**src/rtl/alu_exec_unit_pkg.sv**
```systemverilog
// alu_exec_unit_pkg: aluCtl operation codes and FSM state encoding shared by the execute stage.
package alu_exec_unit_pkg;

    typedef enum logic [3:0] {
        OP_AND = 4'b0000,
        OP_OR  = 4'b0001,
        OP_ADD = 4'b0010,
        OP_SUB = 4'b0110,
        OP_SLT = 4'b0111,
        OP_SLL = 4'b1000,
        OP_SRL = 4'b1001,
        OP_SRA = 4'b1010
    } alu_op_e;

    typedef enum logic [1:0] {
        ST_IDLE  = 2'd0,
        ST_SHIFT = 2'd1,
        ST_DONE  = 2'd2
    } state_e;

    // Low two code bits select shift kind: 00=SLL, 01=SRL, 10=SRA.
    localparam logic [1:0] SH_LEFT  = 2'b00;
    localparam logic [1:0] SH_ARITH = 2'b10;

endpackage

```
**src/rtl/alu_exec_unit_shift_step.sv**
```systemverilog
// alu_shift_step: single-position shift of a word, left or right, logical or arithmetic.
module alu_shift_step #(
    parameter int XLEN = 32
) (
    input  logic [XLEN-1:0] d,
    input  logic            left,
    input  logic            arith,
    output logic [XLEN-1:0] q
);

    always_comb begin
        q = left ? {d[XLEN-2:0], 1'b0} : {arith & d[XLEN-1], d[XLEN-1:1]};
    end

endmodule

```
**src/rtl/alu_exec_unit.sv**
```systemverilog
// alu_exec_unit: execute stage with single-cycle ALU ops and bit-serial shifts over valid/ready.
module alu_exec_unit
    import alu_exec_unit_pkg::*;
#(
    parameter int XLEN = 32,
    parameter int SHW  = $clog2(XLEN)
) (
    input  logic            clk,
    input  logic            rst_n,
    input  logic            in_valid,
    output logic            in_ready,
    input  logic [3:0]      aluCtl,
    input  logic [XLEN-1:0] a,
    input  logic [XLEN-1:0] b,
    output logic            out_valid,
    input  logic            out_ready,
    output logic [XLEN-1:0] result,
    output logic            zero,
    output logic            illegal
);

    state_e          state_q, state_d;
    logic [XLEN-1:0] res_q, res_d;
    logic            zero_q, zero_d;
    logic            ill_q, ill_d;
    logic [SHW-1:0]  cnt_q, cnt_d;
    logic [1:0]      sop_q, sop_d;

    logic [SHW-1:0]  shamt;
    logic [XLEN-1:0] alu_r, sh_in, sh_out;
    logic [1:0]      cur_op;
    logic            legal, is_shift;

    assign shamt    = b[SHW-1:0];
    assign is_shift = aluCtl inside {OP_SLL, OP_SRL, OP_SRA};
    assign legal    = is_shift || (aluCtl inside {OP_AND, OP_OR, OP_ADD, OP_SUB, OP_SLT});

    always_comb begin
        alu_r = aluCtl == OP_AND ? a & b :
                aluCtl == OP_OR  ? a | b :
                aluCtl == OP_ADD ? a + b :
                aluCtl == OP_SUB ? a - b :
                aluCtl == OP_SLT ? {{(XLEN-1){1'b0}}, $signed(a) < $signed(b)} : '0;
    end

    // The first shift is folded into the accept cycle so latency equals shamt.
    assign sh_in  = state_q == ST_IDLE ? a : res_q;
    assign cur_op = state_q == ST_IDLE ? aluCtl[1:0] : sop_q;

    alu_shift_step #(.XLEN(XLEN)) u_shift (
        .d     (sh_in),
        .left  (cur_op == SH_LEFT),
        .arith (cur_op == SH_ARITH),
        .q     (sh_out)
    );

    always_comb begin
        state_d = state_q;
        res_d   = res_q;
        zero_d  = zero_q;
        ill_d   = ill_q;
        cnt_d   = cnt_q;
        sop_d   = sop_q;
        case (state_q)
            ST_IDLE: if (in_valid) begin
                ill_d = !legal;
                sop_d = aluCtl[1:0];
                if (is_shift && shamt == '0) begin
                    res_d   = a;
                    zero_d  = a == '0;
                    state_d = ST_DONE;
                end else if (is_shift) begin
                    res_d   = sh_out;
                    zero_d  = sh_out == '0;
                    cnt_d   = shamt - 1'b1;
                    state_d = shamt == SHW'(1) ? ST_DONE : ST_SHIFT;
                end else begin
                    res_d   = alu_r;
                    zero_d  = alu_r == '0;
                    state_d = ST_DONE;
                end
            end
            ST_SHIFT: begin
                res_d   = sh_out;
                zero_d  = sh_out == '0;
                cnt_d   = cnt_q - 1'b1;
                state_d = cnt_q == SHW'(1) ? ST_DONE : ST_SHIFT;
            end
            ST_DONE: state_d = out_ready ? ST_IDLE : ST_DONE;
            default: state_d = ST_IDLE;
        endcase
    end

    always_ff @(posedge clk or negedge rst_n) begin
        if (!rst_n) begin
            state_q <= ST_IDLE;
            res_q   <= '0;
            zero_q  <= 1'b0;
            ill_q   <= 1'b0;
            cnt_q   <= '0;
            sop_q   <= '0;
        end else begin
            state_q <= state_d;
            res_q   <= res_d;
            zero_q  <= zero_d;
            ill_q   <= ill_d;
            cnt_q   <= cnt_d;
            sop_q   <= sop_d;
        end
    end

    assign in_ready  = state_q == ST_IDLE;
    assign out_valid = state_q == ST_DONE;
    assign result    = res_q;
    assign zero      = zero_q;
    assign illegal   = ill_q;

endmodule

```
**config.mk**
```make
export PLATFORM = sky130hd
export DESIGN_NAME = alu_exec_unit
export DESIGN_NICKNAME = d
export VERILOG_FILES = /design/src/rtl/alu_exec_unit_pkg.sv /design/src/rtl/alu_exec_unit_shift_step.sv /design/src/rtl/alu_exec_unit.sv
export SDC_FILE = /design/constraint.sdc
export NUM_CORES = 1
export LEC_CHECK = 0
export CAP_MARGIN = 25
export CORE_MARGIN = 3
export CORE_UTILIZATION = 40
export DETAILED_ROUTE_END_ITERATION = 7
export HOLD_SLACK_MARGIN = 0.1
export PLACE_DENSITY = 0.6
export SLEW_MARGIN = 15
export SYNTH_ARGS = -nofsm -noshare
export SYNTH_HDL_FRONTEND = slang
export SYNTH_SLANG_ARGS = --single-unit
```
**constraint.sdc**
```tcl
create_clock -name clk -period 4.1 [get_ports clk]
set_input_delay 1.025 -clock clk [delete_from_list [all_inputs] [get_ports clk]]
set_output_delay 1.025 -clock clk [all_outputs]
set_load 0.01 [all_outputs]
```
; After elaboration in Yosys (flattened, before gate mapping)
; Index checks and enable logic that the tools add are counted.
[word_totals]
regBits = 43
latchBits = 0
mem_bits_rw = 0
rom_bits = 0
input_bits = 72
out_inout_bits = 36
wordCells = 72
memories = 0
[op_classes]
n_addsub = 4
n_mul = 0
div_mod_pow = 0
magnitude_cmp = 1
eq_ne = 15
n_shift = 0
muxes = 27
bitwise = 3
reduce_logical = 16
[op_table]
columns = op, n
row1 = 32-bit 2-to-1 mux, 9
row2 = 32-bit zero test, 3
row3 = 32-bit one-hot mux with 2 select lines, 1
row4 = 32-bit adder, 1
row5 = 32-bit AND, 1
row6 = 32-bit < comparator, 1
row7 = 32-bit OR, 1
row8 = 32-bit subtractor, 1
row9 = 5-bit 2-to-1 mux, 3
row10 = 2-bit 2-to-1 mux, 7
row11 = "4-bit == test, second input constant", 3
row12 = "5-bit by 1-bit == test with 1-bit output, second input constant", 2
row13 = 5-bit one-hot mux with 2 select lines, 1
row14 = "5-bit by 1-bit subtractor with 5-bit output, second input constant", 2
row15 = "4-bit by 3-bit == test with 1-bit output, second input constant", 2
row16 = 2-bit one-hot mux with 3 select lines, 1
row17 = 5-bit zero test, 1
row18 = 5-bit nonzero test, 1
row19 = "2-bit == test, second input constant", 2
row20 = "4-bit by 1-bit == test with 1-bit output, second input constant", 1
row21 = "4-bit by 2-bit == test with 1-bit output, second input constant", 1
row22 = 2-bit zero test, 2
row23 = 4-bit zero test, 1
row24 = 1-bit 2-to-1 mux, 4
row25 = other kinds (12), 14

; Longest topological paths before layout
; Gate-level depths: netlist (run 1).
[logic_depth]
ltp_word = 11
depth_mapped = 14

; By module
; A second synthesis (run 1) with hierarchy kept.
[hier_totals]
cells_unflattened = 1282
area_unflattened_um2 = 9112.5
[by_module_without_submodules]
columns = mod, instances, cells_per_inst, area_each_um2, seq_area_each_um2
row1 = alu_exec_unit, 1, 1244, 8588.2, 1076.0
row2 = alu_shift_step, 1, 38, 524.3, 0.0

; Least setup slack after synthesis (run 1)
; No wires, ideal clock.
[synth_timing]
path_type = input-to-reg
from = in a[0]
to = reg zero_q (netlist: zero)
arrival_ns = 3.867
path_slack_ns = 0.130
cell_stages = 14
n_path_buf = 0
cell_sequence = inv_1 ha_1 inv_1 fa_1 nor2b_1 o311ai_4 a2111oi_2 o311ai_2 a31oi_1 a2111o_1 a211o_1 a21oi_1 nand4b_1 o41ai_2
[synth_via]
elab_chain_len = 11
[synth_rtl]
columns = item, line_no
row1 = start: declaration, alu_exec_unit.sv:13  ; input logic [XLEN-1:0] a,
row2 = 32-bit < comparator, alu_exec_unit.sv:43  ; aluCtl == OP_SLT ? {{(XLEN-1){1'b0}}, $signed(a) < $signed(b)} : '0;
row3 = 1-bit 2-to-1 mux, alu_exec_unit.sv:43
row4 = 32-bit 2-to-1 mux, alu_exec_unit.sv:42  ; aluCtl == OP_SUB ? a - b :
row5 = 32-bit 2-to-1 mux, alu_exec_unit.sv:41  ; aluCtl == OP_ADD ? a + b :
row6 = 32-bit 2-to-1 mux, alu_exec_unit.sv:40  ; aluCtl == OP_OR ? a | b :
row7 = 32-bit 2-to-1 mux, alu_exec_unit.sv:39  ; alu_r = aluCtl == OP_AND ? a & b :
row8 = 32-bit zero test, alu_exec_unit.sv:79  ; zero_d = alu_r == '0;
row9 = 1-bit 2-to-1 mux, alu_exec_unit.sv:72  ; end else if (is_shift) begin
row10 = 1-bit 2-to-1 mux, alu_exec_unit.sv:68  ; if (is_shift && shamt == '0) begin
row11 = 1-bit 2-to-1 mux, alu_exec_unit.sv:65  ; ST_IDLE: if (in_valid) begin
row12 = 1-bit one-hot mux with 2 select lines *, alu_exec_unit.sv:64  ; case (state_q)
row13 = end signal: assignment, alu_exec_unit.sv:105  ; zero_q <= zero_d;
row14 = end: declaration, alu_exec_unit.sv:24  ; logic zero_q, zero_d;
; Mark *: on every way between the ends. The rest lies on a longest branch, timed or not. The select of a mux whose other input is x is not followed.
; A chain may end at the register's enable or synchronous reset.

; Worst setup path after layout (run 1)
[layout_timing]
from = in a[22]
to = reg zero_q (netlist: zero)
; The elaborated chain is that of the path after synthesis.

==> results of run 1 <==
==> sequential cells by signal (all words and copies together) (netlist names) <==
name	cells
result	32
cnt_q	5
sop_q	2
state_q	2
illegal	1
zero	1
==> placed cells by master, fill, tap and decap left out, types with 16 or more instances in the layout <==
| master | n |
|---|---|
| sky130_fd_sc_hd__a21oi_2 | 19 |
| sky130_fd_sc_hd__inv_1 | 73 |
| sky130_fd_sc_hd__o31ai_1 | 22 |
| sky130_fd_sc_hd__a21oi_1 | 99 |
| sky130_fd_sc_hd__clkdlybuf4s50_1 | 74 |
| sky130_fd_sc_hd__ha_1 | 73 |
| sky130_fd_sc_hd__nor2_1 | 107 |
| sky130_fd_sc_hd__buf_4 | 441 |
| sky130_fd_sc_hd__ha_4 | 25 |
| sky130_fd_sc_hd__nand4_1 | 23 |
| sky130_fd_sc_hd__nand3_1 | 23 |
| sky130_fd_sc_hd__nor4_1 | 30 |
| sky130_fd_sc_hd__o211ai_1 | 16 |
| sky130_fd_sc_hd__dfrtp_1 | 43 |
| sky130_fd_sc_hd__inv_2 | 22 |
| sky130_fd_sc_hd__nor3_1 | 27 |
| sky130_fd_sc_hd__o21ai_0 | 78 |
| sky130_fd_sc_hd__dlymetal6s2s_1 | 24 |
| sky130_fd_sc_hd__mux4_2 | 30 |
| sky130_fd_sc_hd__nand2_1 | 137 |
==> worst paths after layout <==
path / start / to
setup reg to reg: state_q[1] / zero
min in group asynchronous: rst_n / result[5]
setup / recovery: a[22] / zero
max in group asynchronous: rst_n / result[24]
hold / removal: illegal / illegal
hold reg to reg: illegal / illegal
==> cells by family (layout without fill, tap and decap cells) <==
logic type	count (synthesis)	in the layout	share of synthesized area (%)
simple gates	456	456	24.0
mux	43	43	8.84
compound gates	438	438	32.1
buf+inv	176	673	7.33
flops	43	43	11.8
xor+xnor	18	18	1.72
fa+ha+maj	103	103	14.3
other cells	0	1	0
==> timing repair <==
action	4_1_cts	5_1_grt
buffers inserted	14	12
pin swaps	24	41
setup endpoints to repair	19	20
gates resized for setup	86	181
hold buffers	0	0
==> Yosys cell counts (9+ instances only) <==
cell type,number,area (sq um)
sky130_fd_sc_hd__nand2_1,137,514
sky130_fd_sc_hd__a21oi_1,122,611
sky130_fd_sc_hd__nor2_1,119,447
sky130_fd_sc_hd__ha_1,101,1260
sky130_fd_sc_hd__inv_1,96,360
sky130_fd_sc_hd__o21ai_0,90,450
sky130_fd_sc_hd__clkbuf_1,63,236
sky130_fd_sc_hd__dfrtp_1,43,1080
sky130_fd_sc_hd__nor4_1,37,231
sky130_fd_sc_hd__nor3_1,32,160
sky130_fd_sc_hd__mux4_2,30,676
sky130_fd_sc_hd__o31ai_1,29,218
sky130_fd_sc_hd__nand3_1,25,125
sky130_fd_sc_hd__nand4_1,23,144
sky130_fd_sc_hd__a211oi_1,20,150
sky130_fd_sc_hd__nor2b_1,18,113
sky130_fd_sc_hd__a31oi_1,16,100
sky130_fd_sc_hd__o211ai_1,16,120
sky130_fd_sc_hd__xnor2_1,15,131
sky130_fd_sc_hd__a21o_1,14,105
sky130_fd_sc_hd__nand2b_1,13,81.3
sky130_fd_sc_hd__mux2i_1,11,110
sky130_fd_sc_hd__o21a_1,10,75.1
sky130_fd_sc_hd__or3_1,10,62.6
sky130_fd_sc_hd__a2111oi_0,9,78.8
sky130_fd_sc_hd__o22ai_1,9,56.3
==> critical path: stages <==
cell	delay, ps
sky130_fd_sc_hd__clkdlybuf4s50_1	520
sky130_fd_sc_hd__inv_1	90
sky130_fd_sc_hd__ha_4	280
sky130_fd_sc_hd__buf_4	170
sky130_fd_sc_hd__nor4_2	330
sky130_fd_sc_hd__a21boi_0	290
sky130_fd_sc_hd__a31oi_2	120
sky130_fd_sc_hd__buf_4	190
sky130_fd_sc_hd__nand3_1	70
sky130_fd_sc_hd__nand2_1	80
sky130_fd_sc_hd__a221o_1	300
sky130_fd_sc_hd__o211ai_1	260
sky130_fd_sc_hd__nand2_1	140
sky130_fd_sc_hd__o41ai_2	340
==> per-layer routing <==
layer | global-route usage (%) | wire length [microns] | part of all wire, % | vias up
met2 | 56.6 | 20700 | 44 | 834
li1 | - | - | - | 5743
met5 | 0 | 0 | 0 | -
met1 | 52.2 | 20100 | 42 | 6004
met4 | 9.67 | 1450 | 3.1 | 0
met3 | 7.09 | 5330 | 11 | 123
==> area by class of cell <==
type	instances	area, sq um	area share (%)
clock inverters	3	43.8	0.291
well taps	280	350	2.33
diodes	1	2.50	0.0167
repair buffers	568	4690	31.2
flip-flops and latches	43	1080	7.16
multi-input cells	1058	8370	55.7
inverters	97	370	2.47
clock buffers	5	125	0.833
==> power breakdown <==
| group | total [mW] | leakage (nW) | switching (mW) | internal [mW] |
|---|---|---|---|---|
| logic | 3.87 | 6.21 | 1.90 | 1.98 |
| clock network | 0.477 | 0.0838 | 0.189 | 0.288 |
| registers | 0.909 | 0.512 | 0.278 | 0.631 |
==> flow_summary.toml, run 1 <==
[clock_network]
clock-root-buffer = "sky130_fd_sc_hd__clkbuf_16"
clock_insertion_delay_worst_skew_ps = 290
cts-buffers-inserted = 5
cts_tree = "done"
path_clk_slew_ps = 70
cts_sinks = 43
cts_htree_levels = 2
clock_path_buffers = 2

[sta]
hold_violations = 0
finalCriticalPeriod_ps = 4030
unrepaired_setup_endpoints_after_global_routing = "true"
fin_worst_skew_ps = 5.82
report.final.setup_viol = 0
final.period_utilization_pct = 98.3
worst_pin_slew_ps = 828
tns_ps = 0
maxSlewHeadroom_pct = 44.5
max_freq_mhz = 248
setup_slack_ps = 71.4
hold-worst-slack_ps = 537
slew_viol_final = 0

[yosys]
seq_area_frac_synth_pct = 11.8
asyncSetResetFlopFracSynth_pct = 100
ys_ff_latch = 43
synth_edf_count = 0
synth-warning-count = 0
syn_area_sq_mm = 0.00915
synth_cells = 1277
postSynthAreaPerCell_sq_um = 7.16
synthesis.nets = 1452
dominantRegCellSynth = "sky130_fd_sc_hd__dfrtp_1"
number_of_distinct_library_cell_variants_in_the_gate_level_netlist_after_synthesis = 85

[global_route]
first_global_vias = 11847
antenna_found_initial = 0
grt-ovfl-total = 0
grt_first_pass_wirelength_microns = 69600
grt_use_total_pct = 36.5
grt_max_degree = 44

[layout]
layout_cell_share_with_drive_strength_beyond_1_pct = 38.5
post_layout_nonfiller_instances = 2055
finish.instance_area_sq_mm = 0.0150
final_nets = 1948
final_core_density_pct = 67.8
fillCellCount = 1890
synthToLayoutAreaGrowth_pct = 64.3

[worst_setup_path]
worstSetupPathType = "in -> reg"
r2r_cells = 10
critical_path_required_ps = 4300
cp-end-kind = "flop"
critPathArrivalTime_ps = 4230
reg2reg_setup_slack_ps = 1180
timing.critical_path.fanout_max = 5
critPathLaunchType = "primary input"

[detailed_routing]
wl_per_cell_microns = 23.1
first_pass_drt_iterations = 8
routed_via_density = 6.18
vias = 12704
drc_errors = 0
count_of_antenna_violating_nets_left_after_detailed_routing = 0
dr.first_iter.drc_count = 1448
finalWirelength_microns = 47500

[place]
detailed_place_hpwl_microns = 38200
numPortBuffers = 107
gp_congestion = 1.06
postPlaceCellArea_sq_mm = 0.0136
dp.cells = 2022
dp_worst_setup_slack_ps = -831

[floorplanning]
floorplan.die_area_sq_mm = 0.0247
dieWidth_microns = 157
ioPinCount = 108
fp.coreArea_sq_mm = 0.0222
die_height_microns = 157
std_cell_rows = 54
floorplan.initialDensity_pct = 41.3

[worst_hold_path]
class_of_the_tightest_hold_or_removal_check = "reg -> reg"
worst_hold_path_stage_count = 1

[run]
cap_violations = 0

[power_and_ir_drop]
max-vdd-ir-drop_mv = 0.272
fin_total_pwr_mw = 5.26
p_per_area_mw_per_mm2 = 350
leakagePower_nw = 6.81

[run_status]
status = "finished, final reports clean"
Note: power is estimated with default switching activity, not from simulation.
==> run 2, diff against run 1 <==
Settings changed: ABC_AREA from default to 1, REMOVE_ABC_BUFFERS from default to 1.
==> flow_summary.toml, run 2 <==
[floorplanning]
dieWidth_microns = 162
std_cell_rows = 56
die_height_microns = 162
floorplan.initialDensity_pct = 41.2
fp.coreArea_sq_mm = 0.0238
ioPinCount = 108
floorplan.die_area_sq_mm = 0.0264

[worst_setup_path]
worst_path_largest_cell_delay_ps = 470
critical_path_required_ps = 4330
cpMostUsedCell = "sky130_fd_sc_hd__nand2_1"
cpMaxStageDelayCell = "sky130_fd_sc_hd__clkdlybuf4s50_1"
crit_buf_inv = 3
critPathArrivalTime_ps = 4160
cp-end-kind = "flop"
critPathLaunchType = "primary input"
path_delay_family = "simple AND/OR/NAND/NOR gates"
timing.critical_path.fanout_max = 3
critical_path.cell_chain = "clkdlybuf4s50_1, inv_1, ha_1, inv_1, fa_1, nand2_1, nand2_1, nand3_1, nand2_1, nand2_1, nand2_1, nand2_2, nand3_1, nand3_1, nand2_1, a21oi_2, nand3_1, nor2_1, nand3_1, nand2_1, nand2_1, a21oi_2"
worstSetupPathType = "in -> reg"

[run]
cap_violations = 0

[clock_network]
cts_sinks = 43
clock_insertion_delay_worst_skew_ps = 290
cts-buffers-inserted = 5
clock-root-buffer = "sky130_fd_sc_hd__clkbuf_16"
cts_htree_levels = 2
cts_tree = "done"
path_clk_slew_ps = 70
cts.hold.buffers_added = 0
clock_path_buffers = 2

[yosys]
number_of_distinct_library_cell_variants_in_the_gate_level_netlist_after_synthesis = 50
leading_cell_types_by_count_after_synthesis = "sky130_fd_sc_hd__nand2_1, sky130_fd_sc_hd__inv_1, sky130_fd_sc_hd__nand3_1, sky130_fd_sc_hd__nor2_1, sky130_fd_sc_hd__o21ai_0"
dominantRegCellSynth = "sky130_fd_sc_hd__dfrtp_1"
postSynthAreaPerCell_sq_um = 5.38
post-synth-top-count-cell = "sky130_fd_sc_hd__nand2_1"
post-synth-top-area-cell = "sky130_fd_sc_hd__nand2_1"
seq_area_frac_synth_pct = 11.0
synth_cells = 1820
synth_edf_count = 0
ys_ff_latch = 43
synth-warning-count = 0
synth.top_cells.by_area = "sky130_fd_sc_hd__nand2_1, sky130_fd_sc_hd__ha_1, sky130_fd_sc_hd__inv_1"
asyncSetResetFlopFracSynth_pct = 100
syn_area_sq_mm = 0.00979
post-synth-top-area-fraction_pct = 21.4

[layout]
fillCellCount = 2560
layout.cells.most_common = "sky130_fd_sc_hd__nand2_1"
multi_input_area_sq_mm = 0.00721
largest_register_ffs = 32
insertedDiodeCount = 0
layout.cells.most_common_list = "sky130_fd_sc_hd__nand2_1, sky130_fd_sc_hd__inv_1, sky130_fd_sc_hd__buf_4, sky130_fd_sc_hd__nand3_1, sky130_fd_sc_hd__nor2_1"
layout_cell_share_with_drive_strength_beyond_1_pct = 15.5
synthToLayoutAreaGrowth_pct = 32.3
final_nets = 2281
regArea_sq_mm = 0.00108

[sta]
hold_violations = 0
finalCriticalPeriod_ps = 3940
worst_pin_slew_ps = 719
report.final.setup_viol = 0
unrepaired_setup_endpoints_after_global_routing = "false"
fin_worst_skew_ps = 7.27
slew_viol_final = 0
max_freq_mhz = 254
final.period_utilization_pct = 96.1
maxSlewHeadroom_pct = 51.5
tns_ps = 0

[detailed_routing]
routed_via_density = 5.32
wl_per_cell_microns = 18.5
first_pass_drt_iterations = 7
dr.first_iter.drc_count = 1151
count_of_antenna_violating_nets_left_after_detailed_routing = 0
drc_errors = 0
finalWirelength_microns = 44800
vias = 12904

[power_and_ir_drop]
max-vdd-ir-drop_mv = 0.519
p_per_area_mw_per_mm2 = 368
leakagePower_nw = 7.13
fin_total_pwr_mw = 4.77

[global_route]
grt_first_pass_wirelength_microns = 67800
grt_use_total_pct = 33.0
grt_max_degree = 44
grt-ovfl-total = 0
first_global_vias = 12056
antenna_found_initial = 0

[place]
numPortBuffers = 107
detailed_place_hpwl_microns = 37800
gp_congestion = 0.999

[worst_hold_path]
class_of_the_tightest_hold_or_removal_check = "reg -> reg"

[run_status]
status = "finished, final reports clean"
## run 2: cell types whose count changed in the layout (fill, tap and decap cells not counted), moves of 37 or more
cell	before	now
sky130_fd_sc_hd__nand2_1	137	554
sky130_fd_sc_hd__nor2_1	107	167
sky130_fd_sc_hd__buf_4	441	234
sky130_fd_sc_hd__o21ai_0	78	115
sky130_fd_sc_hd__inv_1	73	310
sky130_fd_sc_hd__nand3_1	23	175
## run 2: where the power goes
group	switching, mW	total (mW)	internal [mW]	leakage [nW]
Combinational	2.18	3.48	1.30	6.49
Clock	0.182	0.532	0.350	0.0911
Sequential	0.150	0.762	0.612	0.548
Total	2.51	4.77	2.26	7.13
## run 2: path summary, 6_finish.rpt
check                              to  startpoint  cells past startpoint  slack, ps
max in group asynchronous    cnt_q[4]       rst_n                      2       3040
min                        result[13]  result[13]                      2        510
max reg2reg                      zero  state_q[0]                     11       1210
max                              zero        a[0]                     22        160
min reg2reg                result[13]  result[13]                      2        510
min in group asynchronous  result[24]       rst_n                      1        590
## run 2: repair_timing
action,4_1_cts,5_1_grt
setup endpoints to repair,0,5
hold endpoints to repair,0,0
gates resized for setup,0,17
buffers inserted,0,2
## run 2: metal layers
metal  wire length (microns)  vias to the layer above  track usage (%)
li1                        -                     6359                -
met1                   21000                     5890             50.2
met2                   19100                      606             51.0
met3                    3970                       49             2.80
met4                     774                        0             6.24
met5                       0                        -                0
## run 2: worst min-delay path: cells and delay by family, from the launching register on
kind | cells | cell delay [ps]
flip-flops | 1 | 360
AO/OA/AOI/OAI | 1 | 60
AND/OR/NAND/NOR | 1 | 50
## run 2: kinds of logic (layout without fill, tap and decap cells)
kind of cell	Yosys count	after routing	share of synthesized area, %
and+or+nand+nor	1031	1031	45.1
buffers and inverters	388	675	15.9
AOI/OAI and AO/OA	249	249	14.1
adders and majority gates	103	103	13.3
DFF	43	43	11.0
xor gates and xnor gates	4	4	0.358
muxes	2	2	0.204
## run 2: area by class of cell
class | instances | area share, %
well taps | 319 | 3.08
flip-flops and latches | 43 | 8.30
inverters | 324 | 9.41
multi-input cells | 1389 | 55.6
repair buffers | 343 | 22.1
clock inverters | 2 | 0.464
clock buffers | 6 | 0.995
## run 2: through the flow
stage               utilization (%)  cells  worst slack, ps  hold WS (ps)  cell area, sq um
finish                         54.6   2426              162           509             13000
global route                   54.6   2426             2.29           535             13000
floorplan                         -   1756              458           477              9450
CTS                            54.2   2423             21.7           511             12900
global placement               53.4   2415             -228           495             12700
detailed placement             53.4   2415             -262           496             12700
